File: src/rtl/myproject_mul_share_sched.sv
`default_nettype none
// ============================================================================
// Module   : myproject_mul_share_sched
// Purpose  : Round-robin scheduler that time-multiplexes one external
//            7-bit unsigned x 16-bit signed multiplier among NUM_REQ
//            requesters. It registers each product together with the index
//            of the requester that produced it, behind a valid/ready
//            response port that supports backpressure.
// Ports    : ap_clk, ap_rst         - clock, async active-high reset
//            req_valid/ready/a/b    - per-requester operand handshake
//            mul_din0/1, mul_dout   - shared multiplier operands / product
//            rsp_valid/ready/id/data- registered response port
//            issue_cnt              - wrapping count of accepted requests
// Revision : 1.0 - initial release
// ============================================================================
module myproject_mul_share_sched #(
    parameter int NUM_REQ = 4,
    parameter int ID_W    = 2,
    parameter int CNT_W   = 16
) (
    input  logic                  ap_clk,
    input  logic                  ap_rst,
    input  logic [NUM_REQ-1:0]    req_valid,
    output logic [NUM_REQ-1:0]    req_ready,
    input  logic [NUM_REQ*7-1:0]  req_a,
    input  logic [NUM_REQ*16-1:0] req_b,
    output logic [6:0]            mul_din0,
    output logic [15:0]           mul_din1,
    input  logic [22:0]           mul_dout,
    output logic                  rsp_valid,
    input  logic                  rsp_ready,
    output logic [ID_W-1:0]       rsp_id,
    output logic [22:0]           rsp_data,
    output logic [CNT_W-1:0]      issue_cnt
);

    // The candidate index can reach 2*NUM_REQ-1 before wrapping, so the
    // valid vector is padded to a width addressed exactly by ID_W+1 bits.
    localparam int c_PAD_W  = 2**(ID_W+1);
    localparam int c_LANE_N = 2**ID_W;

    typedef enum logic [0:0] {
        ST_EMPTY = 1'b0,
        ST_FULL  = 1'b1
    } state_t;

    state_t             r_state;
    state_t             w_state_next;
    logic [ID_W-1:0]    r_last_grant;
    logic [ID_W-1:0]    r_rsp_id;
    logic [22:0]        r_rsp_data;
    logic [CNT_W-1:0]   r_issue_cnt;

    logic               w_can_issue;
    logic               w_grant_vld;
    logic [ID_W-1:0]    w_grant_id;
    logic [ID_W:0]      w_cand;
    logic [c_PAD_W-1:0] w_valid_pad;
    logic [c_LANE_N-1:0] w_ready_pad;
    logic [6:0]         w_a_lane [c_LANE_N];
    logic [15:0]        w_b_lane [c_LANE_N];

    // Unpack the flat operand buses into arrays indexed by requester id;
    // unused ids read as zero.
    for (genvar i = 0; i < c_LANE_N; i++) begin : g_lane
        if (i < NUM_REQ) begin : g_used
            assign w_a_lane[i] = req_a[7*i +: 7];
            assign w_b_lane[i] = req_b[16*i +: 16];
        end else begin : g_pad
            assign w_a_lane[i] = '0;
            assign w_b_lane[i] = '0;
        end
    end

    assign w_valid_pad = c_PAD_W'(req_valid);

    // Round-robin search starting just after the last accepted requester.
    always_comb begin
        w_can_issue = (r_state == ST_EMPTY) || rsp_ready;
        w_grant_vld = 1'b0;
        w_grant_id  = '0;
        w_cand      = '0;
        for (int k = 1; k <= NUM_REQ; k++) begin
            w_cand = {1'b0, r_last_grant} + (ID_W+1)'(k);
            if (w_cand >= (ID_W+1)'(NUM_REQ)) begin
                w_cand = w_cand - (ID_W+1)'(NUM_REQ);
            end
            if (!w_grant_vld && w_valid_pad[w_cand]) begin
                w_grant_vld = 1'b1;
                w_grant_id  = w_cand[ID_W-1:0];
            end
        end
        // No grant while reset is asserted keeps ready and operands at zero.
        if (!w_can_issue || ap_rst) begin
            w_grant_vld = 1'b0;
            w_grant_id  = '0;
        end
    end

    // Operands are forced to zero without a grant so the DSP does not toggle.
    always_comb begin
        w_ready_pad = '0;
        mul_din0    = '0;
        mul_din1    = '0;
        if (w_grant_vld) begin
            w_ready_pad[w_grant_id] = 1'b1;
            mul_din0                = w_a_lane[w_grant_id];
            mul_din1                = w_b_lane[w_grant_id];
        end
    end

    assign req_ready = w_ready_pad[NUM_REQ-1:0];

    // An accept always (re)fills the output register; otherwise a consumed
    // response empties it and an unconsumed one stays put.
    always_comb begin
        w_state_next = r_state;
        if (w_grant_vld) begin
            w_state_next = ST_FULL;
        end else if (rsp_ready) begin
            w_state_next = ST_EMPTY;
        end
    end

    always_ff @(posedge ap_clk or posedge ap_rst) begin
        if (ap_rst) begin
            r_state      <= ST_EMPTY;
            r_last_grant <= ID_W'(NUM_REQ-1);
            r_rsp_id     <= '0;
            r_rsp_data   <= '0;
            r_issue_cnt  <= '0;
        end else begin
            r_state <= w_state_next;
            if (w_grant_vld) begin
                r_last_grant <= w_grant_id;
                r_rsp_id     <= w_grant_id;
                r_rsp_data   <= mul_dout;
                r_issue_cnt  <= r_issue_cnt + 1'b1;
            end
        end
    end

    assign rsp_valid = (r_state == ST_FULL);
    assign rsp_id    = r_rsp_id;
    assign rsp_data  = r_rsp_data;
    assign issue_cnt = r_issue_cnt;

endmodule
`default_nettype wire

File: config.mk
export PLATFORM = sky130hd
export DESIGN_NAME = myproject_mul_share_sched
export DESIGN_NICKNAME = d
export VERILOG_FILES = /design/src/rtl/myproject_mul_share_sched.sv
export SDC_FILE = /design/constraint.sdc
export NUM_CORES = 1
export LEC_CHECK = 0
export ABC_AREA = 0
export BUFFER_PORTS_ARGS = -buffer_cell sky130_fd_sc_hd__clkbuf_2
export CAP_MARGIN = 5
export CORE_MARGIN = 2
export CORE_UTILIZATION = 50
export DETAILED_ROUTE_END_ITERATION = 10
export PLACE_DENSITY = 0.87
export SETUP_SLACK_MARGIN = 0.2
export SLEW_MARGIN = 10
export SYNTH_ARGS = -nofsm -noshare
export SYNTH_HDL_FRONTEND = slang
export SYNTH_SLANG_ARGS = --single-unit
export TNS_END_PERCENT = 20
File: constraint.sdc
create_clock -name ap_clk -period 6.5 [get_ports ap_clk]
set_input_delay 0.975 -clock ap_clk [delete_from_list [all_inputs] [get_ports ap_clk]]
set_output_delay 0.975 -clock ap_clk [all_outputs]
set_load 0.02 [all_outputs]
Word-level counts from Yosys, hierarchy flattened:

Cells that the tools add are included.

* register bits after elaboration: 44
* bits in latches: 0
* RAM bits: 0
* bits in read-only memories: 0
* bits of input ports: 122
* output and inout bits: 69
* logic and storage cells: 73
* memories: 0

* $add $sub $neg: 9
* multipliers: 0
* div/mod/pow operators: 0
* magnitude comparators: 11
* eq/ne operators: 0
* shift operators: 0
* mux-type cells: 35
* bitwise operators: 2
* reduce and logical (&&, ||, !) cells: 11

Operators by type and width (count)
* $mux W16: 3
* $bmux W16 S2: 1
* $mux W7: 3
* $add A16 B1 Y16 const B: 1
* $lt A3 B4 Y1 const B: 4
* $ge A3 B3 Y1 const B: 5
* $bmux W7 S2: 1
* $bmux W1 S3: 4
* $mux W1: 12
* $mux W3: 4
* $sub A3 B3 Y3 const B: 4
* $mux W2: 5
* $add A2 B2 Y3 const B: 2
* $logic_and A1 B1 Y1: 4
* $logic_not A1 Y1: 4
* $mux W4: 1
* $add A2 B1 Y3 const B: 1
* $add A2 B3 Y3 const B: 1
* $lt A2 B3 Y1 const B: 1
* $not A2 Y3: 1
* $demux W1 S2: 1
* $ge A2 B1 Y1 const B: 1
* $logic_or A1 B1 Y1: 2
* $reduce_bool A2 Y1: 1
* $not A1 Y1: 1

Depth between registers and ports, before layout:

* depth in word-level cells: 21
* mapped depth: 12
* gate-level depth less buffers: 7

Worst setup path before layout:

OpenSTA, ideal clock, no wires.

* path type: flip-flop to output port
* start point: register r_last_grant[0]
* end point: output port mul_din0[1]
* data arrival time: 3.139 ns
* required time: 5.525 ns
* path slack: 2.386 ns
* cell stages (with the launch flop): 13
* path buffers: 5
* cells stage by stage: dfstp_2 buf_4 inv_1 clkbuf_1 ha_1 buf_2 mux2_2 o221ai_1 o211a_1 buf_2 nand2_1 buf_2 o221ai_1

* longest elaborated chain between the ends: 21
* elaborated cells between the ends (all ways): 45
* those cells by class: add/sub: 8; order compare: 4; mux: 26; bitwise: 1; reduce/logical: 6

Ends and longest elaborated chain
* start: declaration: RTL line 49 `logic [ID_W-1:0] r_last_grant;`
* start signal: assignment: RTL line 128 `r_last_grant <= ID_W'(NUM_REQ-1);`
* start signal: assignment: RTL line 135 `r_last_grant <= w_grant_id;`
* $add A2 B1 Y3: RTL line 84 `w_cand = {1'b0, r_last_grant} + (ID_W+1)'(k);`
* $sub A3 B3 Y3 / $ge A3 B3 Y1 (equally long branches): RTL line 86, 85
* $mux W3: RTL line 85 `if (w_cand >= (ID_W+1)'(NUM_REQ)) begin`
* $bmux W1 S3: RTL line 88 `if (!w_grant_vld && w_valid_pad[w_cand]) begin`
* $mux W1 (implied by the code): RTL line 88
* $mux W1: RTL line 88
* $logic_not A1 Y1: RTL line 88
* $logic_and A1 B1 Y1: RTL line 88
* (+4 left out)
* $logic_not A1 Y1: RTL line 88
* $logic_and A1 B1 Y1: RTL line 88
* $mux W2: RTL line 88
* $mux W2: RTL line 94 `if (!w_can_issue || ap_rst) begin`
* $not A2 Y3 (implied by the code): RTL line 107 `mul_din0 = w_a_lane[w_grant_id];`
* $bmux W7 S2: RTL line 107
* $mux W7 (implied by the code) (2 in a row): RTL line 107
* $mux W7 (*): RTL line 105 `if (w_grant_vld) begin`
* end: declaration: RTL line 27 `output logic [6:0] mul_din0,`

Mark *: on every way between the ends. The rest lies on a longest branch, timed or not. The select of a mux whose other input is x is not followed.

Worst setup path in the final report:

* start point: register r_last_grant[0]
* end point: output port mul_din1[7]

* longest elaborated chain between the ends: 21
* elaborated cells between the ends (all ways): 45
* those cells by class: add/sub: 8; order compare: 4; mux: 26; bitwise: 1; reduce/logical: 6

Ends and longest elaborated chain
* $add A2 B1 Y3: RTL line 84
* $sub A3 B3 Y3 / $ge A3 B3 Y1 (equally long branches): RTL line 86, 85
* $mux W3: RTL line 85
* $bmux W1 S3: RTL line 88
* $mux W1 (implied by the code): RTL line 88
* $mux W1: RTL line 88
* $logic_not A1 Y1: RTL line 88
* $logic_and A1 B1 Y1: RTL line 88
* (+4 left out)
* $logic_not A1 Y1: RTL line 88
* $logic_and A1 B1 Y1: RTL line 88
* $mux W2: RTL line 88
* $mux W2: RTL line 94
* $not A2 Y3 (implied by the code): RTL line 108 `mul_din1 = w_b_lane[w_grant_id];`
* $bmux W16 S2: RTL line 108
* $mux W16 (implied by the code) (2 in a row): RTL line 108
* $mux W16 (*): RTL line 105
* end: declaration: RTL line 28 `output logic [15:0] mul_din1,`

Marks and branches as above.

==> reports/qor.txt <==
Top-area cell type share of the netlist area = 28.3%
Mapped Area = 0.00371 sq mm
Final setup skew = 0.00487 ns
Core Rows = 31
Predominant post-synthesis flop cell = dfrtp_1
Endpoint type of the worst setup path = output port
Post-Synthesis Cells = 480
Share of cells above drive strength 1 = 34.6%
Register area share after synthesis = 29.8%
Max-cap violations = 0
Post-layout min period = 5.89 ns
Drt via density = 6.32
Asr flop ratio synth = 100%
Final period util = 90.6%
Wire length per cell = 17.5 um
Synth cell types = 42
Kind of critical path = flip-flop to output port
Hold buffers post-CTS = 0
Final ANT Viol Nets = 0
Remaining DRCs = 0
TritonRoute pass-1 iters = 5
Largest cells by area after synthesis = dfrtp_1 28%, nand2_1 11%, a2111o_1 7.0%, o221ai_1 5.9%, a311oi_1 5.4%
Cell area after layout = 0.00474 sq mm
#FFs+latches synth = 44
Ant diodes = 0
Die area = 0.00812 sq mm
IO buf count = 190
Endpoints failing setup = 0
Clock H-tree levels = 2
Syn nets = 604
Final Hold Vio Count = 0
Global Route Usage Sum = 30.7%
Most common cell after layout, fill and taps aside = clkbuf_2
Die Wd = 90.1 um
Number of fill cells = 616
Gr ovfl total = 0
Worst path cell trace = inv_1, ha_1, o31a_1, or3b_4, nand2_1, o221ai_1, clkbuf_2
First-pass GRT wire length = 21.1 mm
Crit path max-delay cell type = ha_1
Post-DP HPWL = 8.95 mm
Number of synthesized flops with an enable pin = 0
Clock Sinks = 44
Clock Tree Root = clkbuf_8
Max_slew headroom = 20.4%
R2R Setup Slk = 2.19 ns
Peak VDD IR = 0.000281 V
Clk_lat worst skew = 0.29 ns
Status = complete, no violations
Starting Density = 51.4%
Min-Delay Path Class = flip-flop to flip-flop
CP delay by family, top = simple AND/OR/NAND/NOR gates
Post-Syn Area per Cell = 7.73 sq um
Setup TNS = 0 ns
Vias = 4,587
Final Max Slew Viols = 0
Crit path buf inv count = 2
Fin Hold WS = 0.479 ns
Ys Warns = 0
Final #Nets = 750
Leakage = 2.27 nW
Worst setup SP type = flip-flop
Worst EP arrival = 4.92 ns
Initial antenna violation count = 0
Vias in the first global route = 4,473
RSZ-0062 raised after global routing = no
Post-CTS Resized = 0
P&R area growth vs syn = 27.7%
Core box area = 0.00721 sq mm
Critical Path RT = 5.52 ns
Most frequent cells in the layout = 190 x clkbuf_2, 107 x nand2_1, 42 x dfrtp_1
Gpl congestion = 0.826
Max incr delay on CP = 0.80 ns
Clk buf depth = 2
Core Util, Final = 65.6%
Largest net degree at the start of global routing = 49
Setup Buffers After CTS = 0
Reg clk slew, reported paths = 0.08 ns
CTS tree = built
Placed inst area = 0.00461 sq mm
Fmax = 0.170 GHz
Worst Path Max Fanout = 48
Die height = 90.1 um
Num CTS Buffers = 5
IO Count = 191
Yosys top cell by area = dfrtp_1
Worst Tran Pin Value = 1.19 ns
Total Wirelength = 12.7 mm
Initial drt markers = 382
PD cells = 384 mW/mm^2
## state kept, by name, summed over array words and instances, names as in the netlist
signal	flops
rsp_id	2
issue_cnt	16
r_last_grant	2
rsp_data	23
rsp_valid	1
## per-layer routing
| layer | track usage (%) | up-vias | routed length [um] |
|---|---|---|---|
| met5 | 0 | - | 0 |
| met4 | 9.87 | 0 | 355 |
| met3 | 6.04 | 44 | 1160 |
| met2 | 50.9 | 302 | 6070 |
| met1 | 40.4 | 2134 | 5160 |
| li1 | - | 2107 | - |
## cell families after synthesis
family	share of synthesized area, %
DFF	29.8
xor gates and xnor gates	3.54
adders and majority gates	0.675
buffers and inverters	7.56
muxes	2.06
and+or+nand+nor	24.0
AOI/OAI and AO/OA	32.4
## cell type report
cell class | count | area, sq um | area share [%]
Multi-Input combinational cell | 372 | 2370 | 50.1
Sequential cell | 44 | 1100 | 23.3
Timing Repair Buffer | 196 | 996 | 21.0
Tap cell | 99 | 124 | 2.62
Clock buffer | 5 | 68.8 | 1.45
Clock inverter | 3 | 46.3 | 0.978
Inverter | 7 | 26.3 | 0.555
## per-stage QoR
step	total power, mW	setup slack (ns)	instances
after floorplan	1.27	2.39	480
after global placement	1.55	1.31	718
after detailed placement	1.59	1.08	718
after CTS	1.80	0.746	726
after global routing	1.95	0.237	726
final	1.82	0.609	726
## worst register-to-register path: cells and delay by family, from the launching register on
kind	cells	cell delay (ns)
simple gates	2	1.36
compound gates	2	1.07
fa+ha+maj	1	0.81
buf+inv	1	0.56
flops	1	0.43
## synthesized netlist by cell type (2+ instances only)
| cell | instances |
|---|---|
| nand2_1 | 107 |
| dfrtp_1 | 42 |
| clkbuf_1 | 41 |
| nand3_1 | 30 |
| nand4_1 | 28 |
| o21ai_0 | 26 |
| o221ai_1 | 25 |
| a2111o_1 | 23 |
| a21boi_0 | 23 |
| a311oi_1 | 23 |
| o22ai_1 | 23 |
| nor2_1 | 14 |
| buf_2 | 10 |
| xnor2_1 | 10 |
| inv_1 | 7 |
| xor2_1 | 5 |
| mux2i_1 | 4 |
| nand2b_1 | 4 |
| and2_1 | 3 |
| buf_6 | 3 |
| nor2b_1 | 3 |
| and3_1 | 2 |
| dfstp_2 | 2 |
| ha_1 | 2 |
| mux2_2 | 2 |
| nor3_1 | 2 |
## power breakdown
| part | switching (mW) | internal (mW) |
|---|---|---|
| Sequential | 0.0660 | 0.341 |
| Combinational | 0.811 | 0.389 |
| Clock | 0.0969 | 0.116 |
## final timing paths
path                                                to  cells past startpoint                   startpoint
hold reg to reg               rsp_data[10]$_DFFE_PP0P_                      2     rsp_data[10]$_DFFE_PP0P_
setup reg to reg           r_last_grant[0]$_DFFE_PP1P_                      6  r_last_grant[0]$_DFFE_PP1P_
hold / removal                rsp_data[10]$_DFFE_PP0P_                      2     rsp_data[10]$_DFFE_PP0P_
max in group asynchronous      rsp_data[8]$_DFFE_PP0P_                      3                       ap_rst
min in group asynchronous        rsp_id[0]$_DFFE_PP0P_                      2                       ap_rst
setup / recovery                           mul_din1[7]                      7  r_last_grant[0]$_DFFE_PP1P_
Note: power is estimated with default switching activity, not from simulation.
